### src/rtl/hamming_scrubber.sv
// SECDED memory scrubber: reads every word once per pass, rewrites
// single-bit-corrected words and counts uncorrectable ones.
module hamming_scrubber #(
    parameter int p_dataSize          = 8,
    parameter int p_depth             = 16,
    parameter int p_zeroWordDetection = 0,
    localparam int R  = $clog2(p_dataSize + 1 + $clog2(p_dataSize + 1)),
    localparam int CW = p_dataSize + R + 1,
    localparam int AW = $clog2(p_depth)
) (
    input  logic          clk,
    input  logic          rst,
    input  logic          start,
    input  logic          memReady,
    input  logic [CW-1:0] memRdata,
    output logic [AW-1:0] memAddr,
    output logic          memRE,
    output logic          memWE,
    output logic [CW-1:0] memWdata,
    output logic          busy,
    output logic          done,
    output logic [15:0]   corrCount,
    output logic [15:0]   uncorrCount,
    output logic          uncorrFlag,
    output logic [AW-1:0] firstUncorrAddr
);

    localparam logic [2:0] S_IDLE  = 3'd0;
    localparam logic [2:0] S_READ  = 3'd1;
    localparam logic [2:0] S_WAIT  = 3'd2;
    localparam logic [2:0] S_CHECK = 3'd3;
    localparam logic [2:0] S_WB    = 3'd4;
    localparam logic [2:0] S_DONE  = 3'd5;

    localparam logic [AW-1:0] LAST = AW'(p_depth - 1);

    logic [2:0]    r_state;
    logic [AW-1:0] r_addr;
    logic [AW-1:0] r_first;
    logic [CW-1:0] r_rdata;
    logic [CW-1:0] r_wdata;
    logic [15:0]   r_corr;
    logic [15:0]   r_uncorr;
    logic          r_flag;
    logic          r_done;

    logic [R-1:0]  w_syn;
    logic          w_par;
    logic          w_zero;
    logic          w_corr;
    logic          w_uncorr;
    logic [CW-1:0] w_fixed;

    // Syndrome/parity decode of the captured word and its corrected form
    always_comb begin
        w_syn = '0;
        w_par = 1'b0;
        for (int i = 0; i < CW; i++) begin
            w_par = w_par ^ r_rdata[i];
            if (r_rdata[i]) begin
                w_syn = w_syn ^ R'(i);
            end
        end
        w_zero   = (p_zeroWordDetection != 0) && (r_rdata == '0);
        w_corr   = w_par && (int'(w_syn) < CW) && !w_zero;
        w_uncorr = w_zero || (!w_corr && (w_par || (w_syn != '0)));
        w_fixed  = r_rdata;
        for (int i = 0; i < CW; i++) begin
            if (R'(i) == w_syn) begin
                w_fixed[i] = ~r_rdata[i];
            end
        end
    end

    // Pass sequencing, error bookkeeping and writeback data
    always_ff @(posedge clk) begin
        if (rst) begin
            r_state  <= S_IDLE;
            r_addr   <= '0;
            r_first  <= '0;
            r_rdata  <= '0;
            r_wdata  <= '0;
            r_corr   <= '0;
            r_uncorr <= '0;
            r_flag   <= 1'b0;
            r_done   <= 1'b0;
        end else begin
            r_done <= 1'b0;
            unique case (r_state)
                S_IDLE: begin
                    if (start) begin
                        r_state  <= S_READ;
                        r_addr   <= '0;
                        r_first  <= '0;
                        r_corr   <= '0;
                        r_uncorr <= '0;
                        r_flag   <= 1'b0;
                    end
                end
                S_READ: begin
                    if (memReady) begin
                        r_state <= S_WAIT;
                    end
                end
                S_WAIT: begin
                    r_rdata <= memRdata;
                    r_state <= S_CHECK;
                end
                S_CHECK: begin
                    if (w_corr) begin
                        if (r_corr != 16'hFFFF) begin
                            r_corr <= r_corr + 16'd1;
                        end
                        r_wdata <= w_fixed;
                        r_state <= S_WB;
                    end else begin
                        if (w_uncorr) begin
                            if (r_uncorr != 16'hFFFF) begin
                                r_uncorr <= r_uncorr + 16'd1;
                            end
                            r_flag <= 1'b1;
                            if (!r_flag) begin
                                r_first <= r_addr;
                            end
                        end
                        if (r_addr == LAST) begin
                            r_state <= S_DONE;
                        end else begin
                            r_addr  <= r_addr + 1'b1;
                            r_state <= S_READ;
                        end
                    end
                end
                S_WB: begin
                    if (memReady) begin
                        if (r_addr == LAST) begin
                            r_state <= S_DONE;
                        end else begin
                            r_addr  <= r_addr + 1'b1;
                            r_state <= S_READ;
                        end
                    end
                end
                S_DONE: begin
                    r_done  <= 1'b1;
                    r_state <= S_IDLE;
                end
                default: begin
                    r_state <= S_IDLE;
                end
            endcase
        end
    end

    assign memAddr         = r_addr;
    assign memRE           = (r_state == S_READ);
    assign memWE           = (r_state == S_WB);
    assign memWdata        = r_wdata;
    assign busy            = (r_state != S_IDLE);
    assign done            = r_done;
    assign corrCount       = r_corr;
    assign uncorrCount     = r_uncorr;
    assign uncorrFlag      = r_flag;
    assign firstUncorrAddr = r_first;

endmodule

### config.mk
export PLATFORM = sky130hd
export DESIGN_NAME = hamming_scrubber
export DESIGN_NICKNAME = d
export VERILOG_FILES = /design/src/rtl/hamming_scrubber.sv
export SDC_FILE = /design/constraint.sdc
export NUM_CORES = 1
export LEC_CHECK = 0
export ABC_AREA = 1
export CAP_MARGIN = 20
export CORE_MARGIN = 8
export CORE_UTILIZATION = 35
export CTS_BUF_LIST = sky130_fd_sc_hd__clkbuf_4 sky130_fd_sc_hd__clkbuf_8 sky130_fd_sc_hd__clkbuf_16
export CTS_CLUSTER_DIAMETER = 120
export DETAILED_ROUTE_END_ITERATION = 7
export SLEW_MARGIN = 20
export SYNTH_ARGS = -nofsm -noshare
export SYNTH_HDL_FRONTEND = slang
export SYNTH_SLANG_ARGS = --single-unit
### constraint.sdc
create_clock -name clk -period 2.7 [get_ports clk]
set_clock_uncertainty 0.15 [all_clocks]
set_input_delay 0.54 -clock clk [delete_from_list [all_inputs] [get_ports clk]]
set_output_delay 0.54 -clock clk [all_outputs]
set_load 0.005 [all_outputs]
==> results of run 1 <==
## worst max path at each step
stage	start	endpoint	cells past startpoint
final	corrCount[1]$_SDFFE_PP0P_	corrCount[13]$_SDFFE_PP0P_	10
after global routing	corrCount[0]$_SDFFE_PP0P_	corrCount[3]$_SDFFE_PP0P_	10
after global placement	corrCount[0]$_SDFFE_PP0P_	corrCount[13]$_SDFFE_PP0P_	10
after detailed placement	corrCount[0]$_SDFFE_PP0P_	corrCount[13]$_SDFFE_PP0P_	10
after CTS	corrCount[1]$_SDFFE_PP0P_	corrCount[12]$_SDFFE_PP0P_	10
after floorplan	uncorrCount[0]$_SDFFE_PP0P_	uncorrCount[12]$_SDFFE_PP0P_	10
## cell type report
cell class | count | area (um^2) | area share (%)
clock buffer | 13 | 268 | 4.97
tap | 147 | 184 | 3.41
sequential | 71 | 1420 | 26.4
timing repair buffer | 81 | 793 | 14.7
clock inverter | 3 | 65.1 | 1.21
multi-input combinational | 472 | 2420 | 45.0
inverter | 61 | 231 | 4.30
## layout by cell type, fill, tap and decap left out, types with 3 or more instances in the layout
cell type / n
dfxtp_1: 71
xnor2_1: 5
nand4_1: 10
clkdlybuf4s50_1: 74
clkbuf_16: 9
a21oi_1: 65
xor2_1: 37
buf_4: 7
o21ai_0: 26
inv_1: 47
nor4_1: 6
nand2_2: 5
nand2_4: 5
ha_1: 3
nor3_1: 12
inv_2: 13
nand3b_1: 4
nor2_1: 70
o21ai_1: 5
nand3_1: 52
nand2_1: 155
## power groups by stage
stage,clock (mW),combinational (mW),sequential [mW]
2_1_floorplan,0,0.676,1.14
6_report,1.34,0.867,1.13
4_1_cts,1.37,0.850,1.13
5_1_grt,1.41,0.968,1.14
3_3_place_gp,0,0.834,1.15
3_5_place_dp,0,0.838,1.16
## critical path: stages (launching register included)
cell     delay (ns)
dfxtp_1        0.39
ha_1           0.23
nand2_1        0.12
nor3_2         0.29
nand4_1        0.12
nor4_1         0.27
nor2_1         0.17
nand3_4        0.23
inv_2          0.17
nand2_1        0.10
a21oi_1        0.06
## through the flow
step / setup slack [ns] / util, %
floorplan: 0.658 / -
detailed placement: 0.163 / 42.4
CTS: 0.142 / 45.2
global route: 0.0256 / 45.4
global placement: 0.110 / 42.4
finish: 0.271 / 45.4
## layer usage
layer | vias to the layer above | share of wire, %
met5 | - | 0
met1 | 1939 | 46
met4 | 0 | 2.1
met2 | 118 | 47
li1 | 2179 | -
met3 | 20 | 5.2
## sequential cells by signal (all words and copies together), names as in the netlist
| register | flops |
|---|---|
| corrCount | 16 |
| done | 1 |
| firstUncorrAddr | 4 |
| memAddr | 4 |
| memWdata | 13 |
| r_rdata | 13 |
| r_state | 3 |
| uncorrCount | 16 |
| uncorrFlag | 1 |
## what timing repair did
| item | in CTS | in global routing |
|---|---|---|
| gates resized for setup | 0 | 1 |
| endpoints found under the setup margin | 0 | 15 |
| hold buffers | 0 | 0 |
| setup buffers | 0 | 2 |
## cells by family (layout without fill, tap and decap cells)
kind of cell    count (synthesis)  count (layout)  share of synthesized area (%)
buf+inv                        82             158                           8.42
fa+ha+maj                       3               3                          0.895
flops                          71              71                           33.9
compound gates                 97              97                           11.6
simple gates                  329             329                           36.0
xor+xnor                       43              43                           9.16
==> impl_metrics.ini, run 1 <==
[outcome]
status = finished clean

[timing]
period_share_pct = 90.0
min_period_ns = 2.43
rsz0062_at_grt = no
fin_setup_tns_ns = 0
slew_viol_final = 0
hold_violations = 0
setup_viol = 0
max-slew-margin-rel_pct = 58.8
hold-worst-slack_ns = 0.317
clock.fmax_ghz = 0.412
tightest_slew_ns = 0.618

[power]
p_int_mw = 2.25
vdd_drop_max_mv = 0.244
seqPwrFrac_pct = 34.0
clkPwrFrac_pct = 40.1
finalPower_mw = 3.34
comb_power_share_pct = 26.0
switching_share_pct = 32.6
p_leak_nw = 1.93
p_per_area_mw_per_mm2 = 620
p_sw_mw = 1.09

[finish]
final_area_mm2 = 0.00539
nets = 716
final_cells = 848
n_antenna_cell = 0
fillCellCount = 1204
drive_gt1_share_pct = 8.13
area_delta_synth_final_pct = 28.5

[hold_path]
hold_path_depth = 2
worstHoldStart = firstUncorrAddr[0]$_SDFFE_PP0P_
min_to = firstUncorrAddr[0]$_SDFFE_PP0P_
hp-class = flip-flop to flip-flop

[placed_design]
place_congestion = 0.907
placed_cell_area_mm2 = 0.00503
dpl.cell_count = 830
hpwlAfterDp_mm = 8.51
numPortBuffers = 74

[synthesis]
synth.distinct_cells = 31
yosys-top-cells-count = nand2_1 (155), dfxtp_1 (71), nor2_1 (70)
async_flop_share_pct = 0
synth-edff-count = 0
ys_warn_count = 0
netlist_area_mm2 = 0.00419
ys.flop_type = dfxtp_1
netlist.area_leader.share_pct = 33.9
synth-seq-area-share_pct = 33.9
synthCells = 625
synth_most_common_cell = nand2_1
synth_nets = 645
synth-seq-cells = 71
synth_top_cell_by_area = dfxtp_1
synth_area_per_cell_um2 = 6.71
synth_area_leaders = dfxtp_1 (34%), nand2_1 (14%), a21oi_1 (7.8%), xor2_1 (7.7%), nor2_1 (6.3%)

[routing]
drt_wl_total_mm = 11.8
wl_per_cell_um = 13.9
routed_via_density = 5.02
drtAntennaViolNets = 0
vias = 4256
drt-initial-drc-count = 302
route.detailed.drc = 0
drtPass1Iterations = 5

[global_route]
gr-max-usage-layer = met2
antenna_found_initial = 0
overflow = 0
grt_use_met3_pct = 3.74
grt_pass1_wl_mm = 19.6
grt_max_degree = 42
grt_pass1_vias = 3953
grt_usage_pct = 15.1
met2_usage_pct = 24.3
use_met1_pct = 18.6

[die]
initial_core_util_pct = 35.3
core_mm2 = 0.0119
die-area_mm2 = 0.0157
die_height_um = 125
num_rows = 40
die_x_um = 125
io_pins = 75

[setup_path]
critPathMaxFanout = 17
timing.rr.start = corrCount[1]$_SDFFE_PP0P_
critPathRequiredTime_ns = 2.76
r2r-end = corrCount[13]$_SDFFE_PP0P_
ff2ff_setup_slack_ns = 0.27
cp-end-kind = flip-flop
start_kind = flip-flop
cp.arrival_ns = 2.49
r2r.worst_path.cells = 10
crit_type = flip-flop to flip-flop

[cts]
cts_tree = yes
clockBufferDepth = 2
htree_levels = 3
clock_latency_ns = 0.34
clk_pin_slew_ns = 0.06
cts_buffers = 9
clock_sinks = 71
cts_root_buf = clkbuf_16

[job]
drv_cap = 0
No activity file was read; power rests on OpenSTA's default activity.
==> inputs of run 2 (changes only) <==
--- a/config.mk
+++ b/config.mk
@@ -7,11 +7,13 @@
 export LEC_CHECK = 0
 export ABC_AREA = 1
 export CAP_MARGIN = 20
-export CORE_MARGIN = 8
+export CORE_ASPECT_RATIO = 1.4
+export CORE_MARGIN = 1
 export CORE_UTILIZATION = 35
 export CTS_BUF_LIST = sky130_fd_sc_hd__clkbuf_4 sky130_fd_sc_hd__clkbuf_8 sky130_fd_sc_hd__clkbuf_16
 export CTS_CLUSTER_DIAMETER = 120
 export DETAILED_ROUTE_END_ITERATION = 7
+export HOLD_SLACK_MARGIN = 0.12
 export SLEW_MARGIN = 20
 export SYNTH_ARGS = -nofsm -noshare
 export SYNTH_HDL_FRONTEND = slang
==> run 2 against run 1 <==
Net effect: critical path depth decreased by 5; flip-flop and latch count unchanged; via count decreased by 2.2%; total power decreased by 7.6%; die area decreased by 21%; worst setup slack got worse by 0.061 ns; critical path type is now flip-flop to output pin; register-to-register slack about the same.
==> impl_metrics.ini, run 2 (same netlist as run 1, synthesis figures left out) <==
[global_route]
antenna_found_initial = 0
grt_usage_pct = 18.7
grt_pass1_wl_mm = 18.3
grt_pass1_vias = 3885
grt_max_degree = 42
overflow = 0

[timing]
period_share_pct = 92.2
clock.fmax_ghz = 0.402
hold-worst-slack_ns = 0.318
fin_setup_tns_ns = 0
max-slew-margin-rel_pct = 51.3
setup_viol = 0
hold_violations = 0
rsz0062_at_grt = no
min_period_ns = 2.49
tightest_slew_ns = 0.730
slew_viol_final = 0

[die]
die_height_um = 132
num_rows = 46
initial_core_util_pct = 36.4
die_x_um = 94.5
io_pins = 75
die-area_mm2 = 0.0124
core_mm2 = 0.0115

[finish]
seq_area_mm2 = 0.00142
n_antenna_cell = 0
area_delta_synth_final_pct = 26.5
fillCellCount = 1230
final_cell_mix = nand2_1 (155), clkdlybuf4s50_1 (74), dfxtp_1 (71)
nets = 714
mostFrequentLayoutCell = nand2_1
multi_input_comb_area_mm2 = 0.00242
drive_gt1_share_pct = 7.59

[placed_design]
place_congestion = 0.864
numPortBuffers = 74
hpwlAfterDp_mm = 8.33

[routing]
drtAntennaViolNets = 0
routed_via_density = 4.94
drtPass1Iterations = 4
route.detailed.drc = 0
drt-initial-drc-count = 168
wl_per_cell_um = 13.0
vias = 4163
drt_wl_total_mm = 10.9

[cts]
clock_sinks = 71
clockBufferDepth = 2
postCtsSetupBuffers = 0
clk_pin_slew_ns = 0.06
cts_buffers = 9
postCtsHoldBufs = 0
clock_latency_ns = 0.34
htree_levels = 3
cts_root_buf = clkbuf_16
cts_resized = 0
cts_tree = yes

[outcome]
status = finished clean

[setup_path]
cp.arrival_ns = 1.80
crit_type = flip-flop to output pin
start_kind = flip-flop
critPathRequiredTime_ns = 2.01
cp-end-kind = output pin
critPathMaxFanout = 4

[power]
p_per_area_mw_per_mm2 = 582
vdd_drop_max_mv = 0.349
p_leak_nw = 1.90

[job]
drv_cap = 0

[hold_path]
hp-class = flip-flop to flip-flop
-- run 2: critical path, cell delays in order (launching register included) --
cell             delay [ns]
dfxtp_1                0.39
inv_2                  0.07
nor2_1                 0.08
inv_1                  0.06
nor2_1                 0.28
clkdlybuf4s50_1        0.58
-- run 2: layer usage --
metal  up-vias  wire length, um  global-route usage [%]
li1       2170                -                       -
met1      1870             4480                    21.9
met2       100             5660                    32.2
met3        23              430                    3.59
met4         0              351                    8.42
met5         -                0                       0
-- run 2: metrics by stage --
stage	cells	area (um^2)	total power [mW]	utilization, %	setup slack (ns)
floorplan	625	4190	1.81	-	0.658
detailed placement	827	5030	2.00	43.7	0.262
global placement	827	5030	1.99	43.7	0.258
CTS	842	5300	3.12	46.1	0.239
finish	842	5300	3.09	46.1	0.210
global route	842	5300	3.28	46.1	0.0143
-- run 2: path summary, 6_finish.rpt --
check	startpoint	endpoint	slack [ns]	cells after the start
max	r_state[0]$_SDFFE_PP0P_	memRE	0.21	5
min	memWdata[12]$_SDFFE_PP0P_	memWdata[12]$_SDFFE_PP0P_	0.32	2
max reg2reg	r_rdata[7]$_SDFFE_PP0P_	corrCount[0]$_SDFFE_PP0P_	0.27	16
min reg2reg	memWdata[12]$_SDFFE_PP0P_	memWdata[12]$_SDFFE_PP0P_	0.32	2
-- run 2: power breakdown --
group | leakage [nW] | internal, mW | total, mW | switching, mW
logic | 1.18 | 0.278 | 0.850 | 0.572
registers | 0.573 | 1.09 | 1.13 | 0.0459
clock network | 0.140 | 0.681 | 1.11 | 0.425
total | 1.90 | 2.04 | 3.09 | 1.04
-- run 2: area by class of cell --
cell class / count / share of cell area [%]
multi-input cells: 472 / 45.6
flip-flops and latches: 71 / 26.8
repair buffers: 79 / 14.7
clock buffers: 14 / 5.07
inverters: 61 / 4.36
well taps: 144 / 3.40
clock inverters: 1 / 0.0944
==> inputs of run 3 (changes only) <==
--- a/config.mk
+++ b/config.mk
@@ -14,6 +14,7 @@
 export CTS_CLUSTER_DIAMETER = 120
 export DETAILED_ROUTE_END_ITERATION = 7
 export HOLD_SLACK_MARGIN = 0.12
+export PLACE_DENSITY = 0.55
 export SLEW_MARGIN = 20
 export SYNTH_ARGS = -nofsm -noshare
 export SYNTH_HDL_FRONTEND = slang
==> run 3 against run 2 <==
Net effect: via count shrank 0.65%; clock-buffer cell count shrank 1; sequential share of layout area shrank 0.057 points; combinational power is essentially flat; first-iteration DRC count shrank 18%; non-clock buffer count grew 1; flip-flop and latch count is the same; global-route usage grew 0.28 points; wire length grew 2.0%; cell count is the same; sequential power is essentially flat; hold slack gained 0.0018 ns; largest power group unchanged.
==> impl_metrics.ini, run 3 (same netlist as run 1, synthesis figures left out) <==
[outcome]
status = finished clean

[power]
clkPwrFrac_pct = 35.9
p_leak_nw = 1.90
p_sw_mw = 1.05
finalPower_mw = 3.09
p_per_area_mw_per_mm2 = 582
comb_power_share_pct = 27.5
p_int_mw = 2.04
seqPwrFrac_pct = 36.6
vdd_drop_max_mv = 0.376
switching_share_pct = 33.9

[setup_path]
crit_type = flip-flop to output pin
start_kind = flip-flop
cp-end-kind = output pin
critPathRequiredTime_ns = 2.01
cp.arrival_ns = 1.76
r2r.worst_path.cells = 16
critPathMaxFanout = 4

[timing]
hold_violations = 0
slew_viol_final = 0
tightest_slew_ns = 0.602
max-slew-margin-rel_pct = 59.8
fin_setup_tns_ns = 0
clock.fmax_ghz = 0.408
min_period_ns = 2.45
rsz0062_at_grt = no
period_share_pct = 90.9
layout_setup_ws_ns = 0.246
setup_viol = 0

[placed_design]
placed_cell_area_mm2 = 0.00504
place_congestion = 0.834
hpwlAfterDp_mm = 8.31
numPortBuffers = 74
pre_cts_ws_ns = 0.180

[die]
core_mm2 = 0.0115
initial_core_util_pct = 36.4
num_rows = 46
die-area_mm2 = 0.0124
die_height_um = 132
io_pins = 75
die_x_um = 94.5

[routing]
drt-initial-drc-count = 137
drtAntennaViolNets = 0
drt_wl_total_mm = 11.1
route.detailed.drc = 0
drtPass1Iterations = 6
routed_via_density = 4.91
vias = 4136
wl_per_cell_um = 13.2

[cts]
htree_levels = 3
cts_root_buf = clkbuf_16
cts_buffers = 9
clock_sinks = 71
clockBufferDepth = 2
postCtsHoldBufs = 0
clk_pin_slew_ns = 0.06
cts_tree = yes
clock_latency_ns = 0.34

[global_route]
overflow = 0
grt_usage_pct = 18.9
grt_max_degree = 42
grt_pass1_wl_mm = 18.6
antenna_found_initial = 0
grt_pass1_vias = 3999

[finish]
area_delta_synth_final_pct = 26.8
n_antenna_cell = 0
final_cell_mix = nand2_1 (155), clkdlybuf4s50_1 (74), dfxtp_1 (71)
final_area_mm2 = 0.00532
mostFrequentLayoutCell = nand2_1
nets = 715
final_core_util_pct = 46.2
fillCellCount = 1196
drive_gt1_share_pct = 7.74

[hold_path]
hp-class = flip-flop to flip-flop
hold_path_depth = 2

[job]
drv_cap = 0
## run 3: power by group through the flow
stage | clock [mW] | sequential [mW] | combinational (mW)
floorplan | 0 | 1.14 | 0.676
global placement | 0 | 1.15 | 0.849
detailed placement | 0 | 1.15 | 0.856
CTS | 1.14 | 1.13 | 0.861
global route | 1.18 | 1.14 | 0.956
finish | 1.11 | 1.13 | 0.849
## run 3: area by class of cell
cell class,instances,area [um^2],share of cell area [%]
multi-input cells,472,2420,45.6
flip-flops and latches,71,1420,26.7
repair buffers,80,786,14.8
clock buffers,13,268,5.04
inverters,61,231,4.35
well taps,144,180,3.39
clock inverters,1,5.00,0.0942
## run 3: worst max-delay path, stage by stage (launching register included)
cell and delay (ns):
dfxtp_1 0.38, inv_2 0.07, nor2_1 0.09, inv_1 0.06, nor2_1 0.25, clkdlybuf4s50_1 0.57
## run 3: repair_timing
item	CTS	global route
gates resized for setup	0	1
buffers inserted	0	0
setup endpoints to repair	0	1
## run 3: final timing paths
kind / from / to / slack, ns
worst max-delay path: r_state[0]$_SDFFE_PP0P_ / memRE / 0.25
worst max register to register: r_rdata[7]$_SDFFE_PP0P_ / corrCount[13]$_SDFFE_PP0P_ / 0.30
worst min-delay path: firstUncorrAddr[3]$_SDFFE_PP0P_ / firstUncorrAddr[3]$_SDFFE_PP0P_ / 0.32
worst min register to register: firstUncorrAddr[3]$_SDFFE_PP0P_ / firstUncorrAddr[3]$_SDFFE_PP0P_ / 0.32
## run 3: routing by layer
| layer | global-route usage [%] | part of all wire, % | vias up |
|---|---|---|---|
| li1 | - | - | 2159 |
| met1 | 21.3 | 41 | 1870 |
| met2 | 34.5 | 53 | 87 |
| met3 | 2.14 | 2.9 | 20 |
| met4 | 8.92 | 2.7 | 0 |
| met5 | 0 | 0 | - |
## run 3: through the flow
step | instances | hold WS (ns)
global route | 842 | 0.337
detailed placement | 828 | 0.316
finish | 842 | 0.320
CTS | 842 | 0.324
floorplan | 625 | 0.312
global placement | 828 | 0.307
